--- src/rtl/cu_pkg.sv ---
// Shared definitions for the single-bus CPU control unit: opcodes, sequencer
// states, instruction classes and fault codes.
`timescale 1ns/1ps
package cu_pkg;

    localparam logic [4:0] OP_ADD  = 5'b00000;
    localparam logic [4:0] OP_SUB  = 5'b00001;
    localparam logic [4:0] OP_AND  = 5'b00010;
    localparam logic [4:0] OP_OR   = 5'b00011;
    localparam logic [4:0] OP_SHR  = 5'b00100;
    localparam logic [4:0] OP_SHL  = 5'b00101;
    localparam logic [4:0] OP_ROR  = 5'b00110;
    localparam logic [4:0] OP_ROL  = 5'b00111;
    localparam logic [4:0] OP_ADDI = 5'b01000;
    localparam logic [4:0] OP_ANDI = 5'b01001;
    localparam logic [4:0] OP_ORI  = 5'b01010;
    localparam logic [4:0] OP_LD   = 5'b01011;
    localparam logic [4:0] OP_ST   = 5'b01100;
    localparam logic [4:0] OP_BR   = 5'b01101;
    localparam logic [4:0] OP_JR   = 5'b01110;
    localparam logic [4:0] OP_MUL  = 5'b01111;
    localparam logic [4:0] OP_DIV  = 5'b10000;
    localparam logic [4:0] OP_MFHI = 5'b10001;
    localparam logic [4:0] OP_MFLO = 5'b10010;
    localparam logic [4:0] OP_NOP  = 5'b10011;
    localparam logic [4:0] OP_HALT = 5'b10100;

    localparam logic [1:0] FAULT_NONE    = 2'b00;
    localparam logic [1:0] FAULT_ILLEGAL = 2'b01;
    localparam logic [1:0] FAULT_TIMEOUT = 2'b10;

    typedef enum logic [3:0] {
        S_RESET, S_T0, S_T1, S_T2, S_T3, S_T4, S_T5, S_T6, S_T7, S_HALT
    } state_t;

    typedef enum logic [3:0] {
        CL_RTYPE, CL_IMM, CL_LD, CL_ST, CL_BR, CL_JR,
        CL_MULDIV, CL_MFHL, CL_NOP, CL_HALT, CL_ILLEGAL
    } iclass_t;

    // Immediate forms reuse the ALU code of their register-register twin.
    function automatic logic [4:0] imm_alu_op(input logic [4:0] opcode);
        case (opcode)
            OP_ADDI: return OP_ADD;
            OP_ANDI: return OP_AND;
            default: return OP_OR;
        endcase
    endfunction

endpackage

--- src/rtl/control_unit_if.sv ---
// Control-unit <-> datapath bundle: IR/condition/memory-ready inputs and all
// strobes, ALU select and status outputs of the sequencer.
`timescale 1ns/1ps
interface cu_if;
    logic [31:0] ir;
    logic        con_ff;
    logic        mem_rdy;
    logic        pc_out, pc_in, inc_pc;
    logic        mar_in, mdr_in, mdr_out, mdr_read, mem_write;
    logic        ir_in, y_in, z_in, zlo_out, zhi_out, c_out, con_in;
    logic        gra, grb, grc, r_in, r_out, ba_out;
    logic        hi_in, lo_in, hi_out, lo_out;
    logic [4:0]  alu_op;
    logic        run, halted;
    logic [1:0]  fault;

    modport master (
        input  ir, con_ff, mem_rdy,
        output pc_out, pc_in, inc_pc,
        output mar_in, mdr_in, mdr_out, mdr_read, mem_write,
        output ir_in, y_in, z_in, zlo_out, zhi_out, c_out, con_in,
        output gra, grb, grc, r_in, r_out, ba_out,
        output hi_in, lo_in, hi_out, lo_out,
        output alu_op, run, halted, fault
    );

    modport slave (
        output ir, con_ff, mem_rdy,
        input  pc_out, pc_in, inc_pc,
        input  mar_in, mdr_in, mdr_out, mdr_read, mem_write,
        input  ir_in, y_in, z_in, zlo_out, zhi_out, c_out, con_in,
        input  gra, grb, grc, r_in, r_out, ba_out,
        input  hi_in, lo_in, hi_out, lo_out,
        input  alu_op, run, halted, fault
    );
endinterface

--- src/rtl/instr_class_decode.sv ---
// Combinational opcode -> instruction class decode. MUL/DIV/MFHI/MFLO are only
// recognised when CU_MULDIV_EN is defined; otherwise they decode as illegal.
`timescale 1ns/1ps
module instr_class_decode
    import cu_pkg::*;
(
    input  logic [4:0] opcode,
    output iclass_t    cls
);

    always_comb begin
        cls = CL_ILLEGAL;
        case (opcode)
            OP_ADD, OP_SUB, OP_AND, OP_OR,
            OP_SHR, OP_SHL, OP_ROR, OP_ROL: cls = CL_RTYPE;
            OP_ADDI, OP_ANDI, OP_ORI:       cls = CL_IMM;
            OP_LD:                          cls = CL_LD;
            OP_ST:                          cls = CL_ST;
            OP_BR:                          cls = CL_BR;
            OP_JR:                          cls = CL_JR;
`ifdef CU_MULDIV_EN
            OP_MUL, OP_DIV:                 cls = CL_MULDIV;
            OP_MFHI, OP_MFLO:               cls = CL_MFHL;
`endif
            OP_NOP:                         cls = CL_NOP;
            OP_HALT:                        cls = CL_HALT;
            default:                        cls = CL_ILLEGAL;
        endcase
    end

endmodule

--- src/rtl/control_unit.sv ---
// Moore sequencer for the single-bus CPU: fetch T0-T2, class-specific execute
// T3-T7, HALT with fault reporting. Optional HI/LO support via CU_MULDIV_EN.
`timescale 1ns/1ps
module control_unit
    import cu_pkg::*;
#(
    parameter int WAIT_LIMIT = 0
) (
    input  logic clk,
    input  logic clr,
    cu_if.master bus
);

    localparam logic [15:0] WAIT_LAST = (WAIT_LIMIT > 0) ? 16'(WAIT_LIMIT - 1) : 16'd0;

    state_t      state, state_n;
    logic [1:0]  fault_q, fault_n;
    logic [15:0] wait_cnt;
    iclass_t     cls;
    logic [4:0]  opcode;
    logic        in_wait, stalled, timeout;

    assign opcode = bus.ir[31:27];

    instr_class_decode u_decode (
        .opcode (opcode),
        .cls    (cls)
    );

    // Memory wait states: fetch read, ld data read, st write.
    assign in_wait = (state == S_T1)
                  || (state == S_T6 && cls == CL_LD)
                  || (state == S_T7 && cls == CL_ST);
    assign stalled = in_wait && !bus.mem_rdy;
    assign timeout = stalled && (WAIT_LIMIT > 0) && (wait_cnt == WAIT_LAST);

    always_ff @(posedge clk or posedge clr) begin
        if (clr) begin
            state    <= S_RESET;
            fault_q  <= FAULT_NONE;
            wait_cnt <= '0;
        end else begin
            state    <= state_n;
            fault_q  <= fault_n;
            wait_cnt <= stalled ? wait_cnt + 16'd1 : 16'd0;
        end
    end

    always_comb begin
        state_n = state;
        fault_n = fault_q;
        if (timeout) begin
            state_n = S_HALT;
            fault_n = FAULT_TIMEOUT;
        end else if (!stalled) begin
            case (state)
                S_RESET: state_n = S_T0;
                S_T0:    state_n = S_T1;
                S_T1:    state_n = S_T2;
                S_T2:    state_n = S_T3;
                S_T3: begin
                    case (cls)
                        CL_HALT:                  state_n = S_HALT;
                        CL_ILLEGAL: begin
                            state_n = S_HALT;
                            fault_n = FAULT_ILLEGAL;
                        end
                        CL_JR, CL_NOP, CL_MFHL:   state_n = S_T0;
                        default:                  state_n = S_T4;
                    endcase
                end
                S_T4:    state_n = S_T5;
                S_T5:    state_n = (cls == CL_RTYPE || cls == CL_IMM) ? S_T0 : S_T6;
                S_T6:    state_n = (cls == CL_LD || cls == CL_ST) ? S_T7 : S_T0;
                S_T7:    state_n = S_T0;
                S_HALT:  state_n = S_HALT;
                default: state_n = S_RESET;
            endcase
        end
    end

    always_comb begin
        bus.pc_out = 1'b0;  bus.pc_in = 1'b0;   bus.inc_pc = 1'b0;
        bus.mar_in = 1'b0;  bus.mdr_in = 1'b0;  bus.mdr_out = 1'b0;
        bus.mdr_read = 1'b0; bus.mem_write = 1'b0;
        bus.ir_in = 1'b0;   bus.y_in = 1'b0;    bus.z_in = 1'b0;
        bus.zlo_out = 1'b0; bus.zhi_out = 1'b0; bus.c_out = 1'b0;
        bus.con_in = 1'b0;
        bus.gra = 1'b0;     bus.grb = 1'b0;     bus.grc = 1'b0;
        bus.r_in = 1'b0;    bus.r_out = 1'b0;   bus.ba_out = 1'b0;
        bus.hi_in = 1'b0;   bus.lo_in = 1'b0;   bus.hi_out = 1'b0;
        bus.lo_out = 1'b0;
        bus.alu_op = 5'b00000;
        bus.run    = (state != S_RESET) && (state != S_HALT);
        bus.halted = (state == S_HALT);
        bus.fault  = fault_q;
        case (state)
            S_T0: begin bus.pc_out = 1'b1; bus.mar_in = 1'b1; bus.inc_pc = 1'b1; end
            S_T1: begin bus.mdr_read = 1'b1; bus.mdr_in = 1'b1; end
            S_T2: begin bus.mdr_out = 1'b1; bus.ir_in = 1'b1; end
            S_T3: begin
                case (cls)
                    CL_RTYPE, CL_IMM: begin bus.grb = 1'b1; bus.r_out = 1'b1; bus.y_in = 1'b1; end
                    CL_LD, CL_ST:     begin bus.grb = 1'b1; bus.ba_out = 1'b1; bus.y_in = 1'b1; end
                    CL_BR:            begin bus.gra = 1'b1; bus.r_out = 1'b1; bus.con_in = 1'b1; end
                    CL_JR:            begin bus.gra = 1'b1; bus.r_out = 1'b1; bus.pc_in = 1'b1; end
`ifdef CU_MULDIV_EN
                    CL_MULDIV:        begin bus.gra = 1'b1; bus.r_out = 1'b1; bus.y_in = 1'b1; end
                    CL_MFHL: begin
                        bus.hi_out = (opcode == OP_MFHI);
                        bus.lo_out = (opcode != OP_MFHI);
                        bus.gra    = 1'b1;
                        bus.r_in   = 1'b1;
                    end
`endif
                    default: ;
                endcase
            end
            S_T4: begin
                case (cls)
                    CL_RTYPE:  begin bus.grc = 1'b1; bus.r_out = 1'b1; bus.alu_op = opcode; bus.z_in = 1'b1; end
                    CL_IMM:    begin bus.c_out = 1'b1; bus.alu_op = imm_alu_op(opcode); bus.z_in = 1'b1; end
                    CL_LD, CL_ST: begin bus.c_out = 1'b1; bus.alu_op = OP_ADD; bus.z_in = 1'b1; end
                    CL_BR:     begin bus.pc_out = 1'b1; bus.y_in = 1'b1; end
`ifdef CU_MULDIV_EN
                    CL_MULDIV: begin bus.grb = 1'b1; bus.r_out = 1'b1; bus.alu_op = opcode; bus.z_in = 1'b1; end
`endif
                    default: ;
                endcase
            end
            S_T5: begin
                case (cls)
                    CL_RTYPE, CL_IMM: begin bus.zlo_out = 1'b1; bus.gra = 1'b1; bus.r_in = 1'b1; end
                    CL_LD, CL_ST:     begin bus.zlo_out = 1'b1; bus.mar_in = 1'b1; end
                    CL_BR:            begin bus.c_out = 1'b1; bus.alu_op = OP_ADD; bus.z_in = 1'b1; end
`ifdef CU_MULDIV_EN
                    CL_MULDIV:        begin bus.zlo_out = 1'b1; bus.lo_in = 1'b1; end
`endif
                    default: ;
                endcase
            end
            S_T6: begin
                case (cls)
                    CL_LD: begin bus.mdr_read = 1'b1; bus.mdr_in = 1'b1; end
                    CL_ST: begin bus.gra = 1'b1; bus.r_out = 1'b1; bus.mdr_in = 1'b1; end
                    // The only input-to-output path: branch taken decision.
                    CL_BR: begin bus.zlo_out = 1'b1; bus.pc_in = bus.con_ff; end
`ifdef CU_MULDIV_EN
                    CL_MULDIV: begin bus.zhi_out = 1'b1; bus.hi_in = 1'b1; end
`endif
                    default: ;
                endcase
            end
            S_T7: begin
                case (cls)
                    CL_LD: begin bus.mdr_out = 1'b1; bus.gra = 1'b1; bus.r_in = 1'b1; end
                    CL_ST: bus.mem_write = 1'b1;
                    default: ;
                endcase
            end
            default: ;
        endcase
    end

endmodule

--- src/flat_wrapper.sv ---
// flat-port wrapper written by rule: the top's interface ports become plain ports
module control_unit_flat import cu_pkg::*;
#(
    parameter int WAIT_LIMIT = 0
)
  (clk, clr, bus_ir, bus_con_ff, bus_mem_rdy, bus_pc_out, bus_pc_in, bus_inc_pc, bus_mar_in, bus_mdr_in, bus_mdr_out, bus_mdr_read, bus_mem_write, bus_ir_in, bus_y_in, bus_z_in, bus_zlo_out, bus_zhi_out, bus_c_out, bus_con_in, bus_gra, bus_grb, bus_grc, bus_r_in, bus_r_out, bus_ba_out, bus_hi_in, bus_lo_in, bus_hi_out, bus_lo_out, bus_alu_op, bus_run, bus_halted, bus_fault);
  cu_if bus_i ();
  input  logic clk;
  input  logic clr;
  input wire logic [$bits(bus_i.ir)-1:0] bus_ir;
  input wire logic [$bits(bus_i.con_ff)-1:0] bus_con_ff;
  input wire logic [$bits(bus_i.mem_rdy)-1:0] bus_mem_rdy;
  output wire logic [$bits(bus_i.pc_out)-1:0] bus_pc_out;
  output wire logic [$bits(bus_i.pc_in)-1:0] bus_pc_in;
  output wire logic [$bits(bus_i.inc_pc)-1:0] bus_inc_pc;
  output wire logic [$bits(bus_i.mar_in)-1:0] bus_mar_in;
  output wire logic [$bits(bus_i.mdr_in)-1:0] bus_mdr_in;
  output wire logic [$bits(bus_i.mdr_out)-1:0] bus_mdr_out;
  output wire logic [$bits(bus_i.mdr_read)-1:0] bus_mdr_read;
  output wire logic [$bits(bus_i.mem_write)-1:0] bus_mem_write;
  output wire logic [$bits(bus_i.ir_in)-1:0] bus_ir_in;
  output wire logic [$bits(bus_i.y_in)-1:0] bus_y_in;
  output wire logic [$bits(bus_i.z_in)-1:0] bus_z_in;
  output wire logic [$bits(bus_i.zlo_out)-1:0] bus_zlo_out;
  output wire logic [$bits(bus_i.zhi_out)-1:0] bus_zhi_out;
  output wire logic [$bits(bus_i.c_out)-1:0] bus_c_out;
  output wire logic [$bits(bus_i.con_in)-1:0] bus_con_in;
  output wire logic [$bits(bus_i.gra)-1:0] bus_gra;
  output wire logic [$bits(bus_i.grb)-1:0] bus_grb;
  output wire logic [$bits(bus_i.grc)-1:0] bus_grc;
  output wire logic [$bits(bus_i.r_in)-1:0] bus_r_in;
  output wire logic [$bits(bus_i.r_out)-1:0] bus_r_out;
  output wire logic [$bits(bus_i.ba_out)-1:0] bus_ba_out;
  output wire logic [$bits(bus_i.hi_in)-1:0] bus_hi_in;
  output wire logic [$bits(bus_i.lo_in)-1:0] bus_lo_in;
  output wire logic [$bits(bus_i.hi_out)-1:0] bus_hi_out;
  output wire logic [$bits(bus_i.lo_out)-1:0] bus_lo_out;
  output wire logic [$bits(bus_i.alu_op)-1:0] bus_alu_op;
  output wire logic [$bits(bus_i.run)-1:0] bus_run;
  output wire logic [$bits(bus_i.halted)-1:0] bus_halted;
  output wire logic [$bits(bus_i.fault)-1:0] bus_fault;
  assign bus_i.ir = bus_ir;
  assign bus_i.con_ff = bus_con_ff;
  assign bus_i.mem_rdy = bus_mem_rdy;
  assign bus_pc_out = bus_i.pc_out;
  assign bus_pc_in = bus_i.pc_in;
  assign bus_inc_pc = bus_i.inc_pc;
  assign bus_mar_in = bus_i.mar_in;
  assign bus_mdr_in = bus_i.mdr_in;
  assign bus_mdr_out = bus_i.mdr_out;
  assign bus_mdr_read = bus_i.mdr_read;
  assign bus_mem_write = bus_i.mem_write;
  assign bus_ir_in = bus_i.ir_in;
  assign bus_y_in = bus_i.y_in;
  assign bus_z_in = bus_i.z_in;
  assign bus_zlo_out = bus_i.zlo_out;
  assign bus_zhi_out = bus_i.zhi_out;
  assign bus_c_out = bus_i.c_out;
  assign bus_con_in = bus_i.con_in;
  assign bus_gra = bus_i.gra;
  assign bus_grb = bus_i.grb;
  assign bus_grc = bus_i.grc;
  assign bus_r_in = bus_i.r_in;
  assign bus_r_out = bus_i.r_out;
  assign bus_ba_out = bus_i.ba_out;
  assign bus_hi_in = bus_i.hi_in;
  assign bus_lo_in = bus_i.lo_in;
  assign bus_hi_out = bus_i.hi_out;
  assign bus_lo_out = bus_i.lo_out;
  assign bus_alu_op = bus_i.alu_op;
  assign bus_run = bus_i.run;
  assign bus_halted = bus_i.halted;
  assign bus_fault = bus_i.fault;
  control_unit #(.WAIT_LIMIT(WAIT_LIMIT)) u_core (.clk(clk), .clr(clr), .bus(bus_i));
endmodule
--- config.mk ---
export PLATFORM = sky130hd
export DESIGN_NAME = control_unit_flat
export DESIGN_NICKNAME = d
export VERILOG_FILES = /design/src/rtl/cu_pkg.sv /design/src/rtl/control_unit_if.sv /design/src/rtl/instr_class_decode.sv /design/src/rtl/control_unit.sv /design/src/flat_wrapper.sv
export SDC_FILE = /design/constraint.sdc
export NUM_CORES = 1
export LEC_CHECK = 0
export BUFFER_PORTS_ARGS = -buffer_cell sky130_fd_sc_hd__buf_2
export CORE_UTILIZATION = 43
export CTS_CLUSTER_SIZE = 30
export DETAILED_ROUTE_END_ITERATION = 6
export PLACE_DENSITY = 0.91
export SLEW_MARGIN = 15
export SYNTH_ARGS = -nofsm -noshare
export SYNTH_HDL_FRONTEND = slang
export SYNTH_SLANG_ARGS = --single-unit
--- constraint.sdc ---
create_clock -name clk -period 2.2 [get_ports clk]
set_input_delay 0.22 -clock clk [delete_from_list [all_inputs] [get_ports clk]]
set_output_delay 0.22 -clock clk [all_outputs]
set_load 0.1 [all_outputs]
==> load_flow_metrics.sql <==
INSERT INTO impl_metrics (metric_group, metric, value, unit) VALUES
('critical_path', 'setup.worst_path.end_class', 'primary output', ''),
('critical_path', 'crit_path_top_delay_cell', 'dfrtp_1', ''),
('sta', 'min_period_over_period', '1.01', ''),
('power_and_ir_drop', 'static-leakage-power', '0.917', 'nW'),
('power_and_ir_drop', 'combinationalPowerShare', '0.870', ''),
('floorplan', 'chipHeight', '52.2', 'um'),
('run_status', 'status', 'finished with violations', ''),
('floorplan', 'area_of_the_core', '2300', 'sq um'),
('sta', 'fmaxAchievable', '448', 'MHz'),
('global_routing', 'global_route.usage.total', '0.409', ''),
('routing', 'detail_route.first_pass.iterations', '5', ''),
('floorplan', 'fp-row-count', '17', ''),
('critical_path', 'cp.arrival', '2.01', 'ns'),
('logic_synthesis', 'synthesis.yosys.warnings', '0', ''),
('placement', 'routability_congestion_estimate_from_global_placement', '0.884', ''),
('logic_synthesis', 'synthArstFlopShare', '1.00', ''),
('critical_path', 'critical-path-max-stage-delay', '0.48', 'ns'),
('floorplan', 'initial_core_util', '0.472', ''),
('logic_synthesis', 'synth.top_cells.by_count', 'nand2_1, nand3_1, nor2_1', ''),
('critical_path', 'criticalPathCategory', 'reg -> out', ''),
('flow_run', 'cap_violations', '0', ''),
('routing', 'routed_wl', '5770', 'um'),
('power_and_ir_drop', 'netSwitchingPower', '1.72', 'mW'),
('critical_path', 'critical_path.startpoint_type', 'flop', ''),
('floorplan', 'die_area', '2720', 'sq um'),
('logic_synthesis', 'synth_area_leaders', 'dfrtp_1, buf_4, ha_1, nand3_1, nand2_1', ''),
('logic_synthesis', 'synthesis.instances', '152', ''),
('layout', 'design.final.nets', '261', ''),
('routing', 'number_of_remaining_drc_errors', '0', ''),
('sta', 'post-route-worst-setup-slack', '-0.0321', 'ns'),
('placement', 'dp_hpwl', '3690', 'um'),
('sta', 'setup_viol', '7', ''),
('clock_network', 'cts_root_buffer', 'clkbuf_4', ''),
('clock_network', 'worst_setup_hold_path_clk_slew', '0.05', 'ns'),
('layout', 'drive_above_1_share', '0.609', ''),
('global_routing', 'grt_antenna_before_repair', '0', ''),
('global_routing', 'grt_pass1_vias', '1617', ''),
('power_and_ir_drop', 'seqPwrFrac', '0.089', ''),
('sta', 'unrepaired_setup_endpoints_after_global_routing', 'true', ''),
('critical_path', 'regToRegSetupSlack', '0.32', 'ns'),
('placement', 'io_buffer_count', '35', ''),
('power_and_ir_drop', 'design_power_total', '2.70', 'mW'),
('global_routing', 'global_route_wire_length_before_repair', '8060', 'um'),
('power_and_ir_drop', 'swShare', '0.637', ''),
('critical_path', 'buf_inv_stages_crit_path', '1', ''),
('sta', 'clock-skew-final', '0.00807', 'ns'),
('routing', 'post_drt_via_cell_ratio', '7.06', ''),
('logic_synthesis', 'area_fraction_of_the_dominant_cell_type_after_synthesis', '0.115', ''),
('routing', 'drt_iter0_drc', '107', ''),
('clock_network', 'cts_inserted_buffers', '3', ''),
('global_routing', 'grt_max_degree', '15', ''),
('power_and_ir_drop', 'power.internal', '0.979', 'mW'),
('floorplan', 'top_level_ports', '70', ''),
('critical_path', 'timing.critical_path.cells', 'nand2b_4, nor2_4, nand3_2, nor3_4, and2_2, buf_12', ''),
('power_and_ir_drop', 'power.density_cell_area', '1220', 'nW/um^2'),
('routing', 'detail_route.wl_per_cell', '23.3', 'um'),
('logic_synthesis', 'synth-edff-count', '0', ''),
('run_status', 'violated_checks', 'setup timing', ''),
('sta', 'period_needed', '2.23', 'ns'),
('clock_network', 'worstSkewPairLatency', '0.25', 'ns'),
('logic_synthesis', 'yosysUniqueCellTypes', '53', ''),
('critical_path', 'critical-path-top-delay-family', 'simple AND/OR/NAND/NOR gates', ''),
('layout', 'area_growth', '103', '%'),
('power_and_ir_drop', 'power.share.clock', '0.041', ''),
('routing', 'final_antenna_net_count', '0', ''),
('logic_synthesis', 'yosys_reg_bits', '5', ''),
('logic_synthesis', 'synth_seq_area_share', '0.115', ''),
('logic_synthesis', 'syn_area_per_cell', '7.13', 'sq um'),
('clock_network', 'clock_tree.buffer_depth', '2', ''),
('floorplan', 'width_of_the_die', '52.2', 'um'),
('power_and_ir_drop', 'ir_drop', '1590', 'uV');
power groups by stage:
stage | Clock [mW] | Sequential, mW | Combinational (mW)
floorplan | 0 | 0.213 | 1.57
global placement | 0 | 0.218 | 2.11
detailed placement | 0 | 0.226 | 2.19
CTS | 0.111 | 0.229 | 2.22
global route | 0.118 | 0.239 | 2.40
finish | 0.110 | 0.240 | 2.35
cells in the final DEF, fill, tap and decap left out, types with 3 or more instances in the layout:
master	netlist	routed
buf_4	7	41
buf_12	0	24
conb_1	1	7
inv_1	9	7
nand3_1	10	7
nor3_4	0	4
nand3_2	3	6
nor2_2	0	3
a21oi_1	7	5
mux2_4	2	3
o21ai_0	4	4
nand2_1	10	9
a31oi_1	4	4
nor3_1	7	4
dfrtp_2	0	3
clkbuf_4	0	3
buf_2	5	10
nor2_1	10	4
a21oi_4	1	3
nor2_4	0	3
worst register-to-register path, cell delays in order, from the launching register on:
cell and delay [ns]:
dfrtp_2 0.45, nand2b_1 0.19, nor3_1 0.25, buf_4 0.19, nand3_2 0.10, a31o_2 0.27, mux2_4 0.30
final cells by class:
class	count	area, sq um
inverter	9	38.8
multi-input combinational	124	1100
timing repair buffer	78	871
tap	28	35.0
clock buffer	4	26.3
sequential	5	129
fill	53	93.8
path summary, 6_finish.rpt:
check | from | endpoint | depth (start not counted)
max in group asynchronous | clr | u_core.state[3] | 3
worst min register to register | u_core.bus.fault[0] | u_core.bus.fault[0] | 1
worst max-delay path | u_core.state[1] | bus_alu_op[2] | 6
worst min-delay path | bus_mem_rdy | u_core.state[0] | 3
min in group asynchronous | clr | u_core.state[2] | 3
worst max register to register | u_core.state[0] | u_core.state[3] | 6
flip-flops by register name, indices dropped and copies added, names as in the netlist:
register          count
u_core.state          4
u_core.bus.fault      1
logic make-up after synthesis:
family,after synthesis,synth area share
simple gates,68,0.370
mux,6,0.0670
other cells,1,0.00346
flops,5,0.115
buf+inv,29,0.144
compound gates,39,0.254
fa+ha+maj,4,0.0462
what timing repair did:
action | CTS | global route
pin swaps | 3 | 6
hold buffers | 1 | 0
setup buffers | 2 | 1
setup endpoints to repair | 19 | 15
gates resized for setup | 14 | 12
endpoints found under the hold margin | 5 | 0
metrics by stage:
stage	TNS (ns)	hold WS, ns	instance area, sq um	setup slack [ns]	instances
after floorplan	-4.08	-0.00148	1380	-0.684	158
after global placement	-0.0602	0.105	2060	-0.0332	240
after detailed placement	-0.765	0.134	2060	-0.0891	240
after CTS	0	0.315	2150	0.00761	247
after global routing	-0.266	0.359	2200	-0.0680	248
final	-0.109	0.360	2200	-0.0321	248
metal layers:
| metal | global-route usage | vias up | wire (um) |
|---|---|---|---|
| li1 | - | 681 | - |
| met1 | 0.472 | 779 | 1840 |
| met2 | 0.699 | 213 | 2710 |
| met3 | 0.0667 | 77 | 702 |
| met4 | 0.254 | 0 | 525 |
| met5 | 0 | - | 0 |
(Power assumes the default switching activity.)
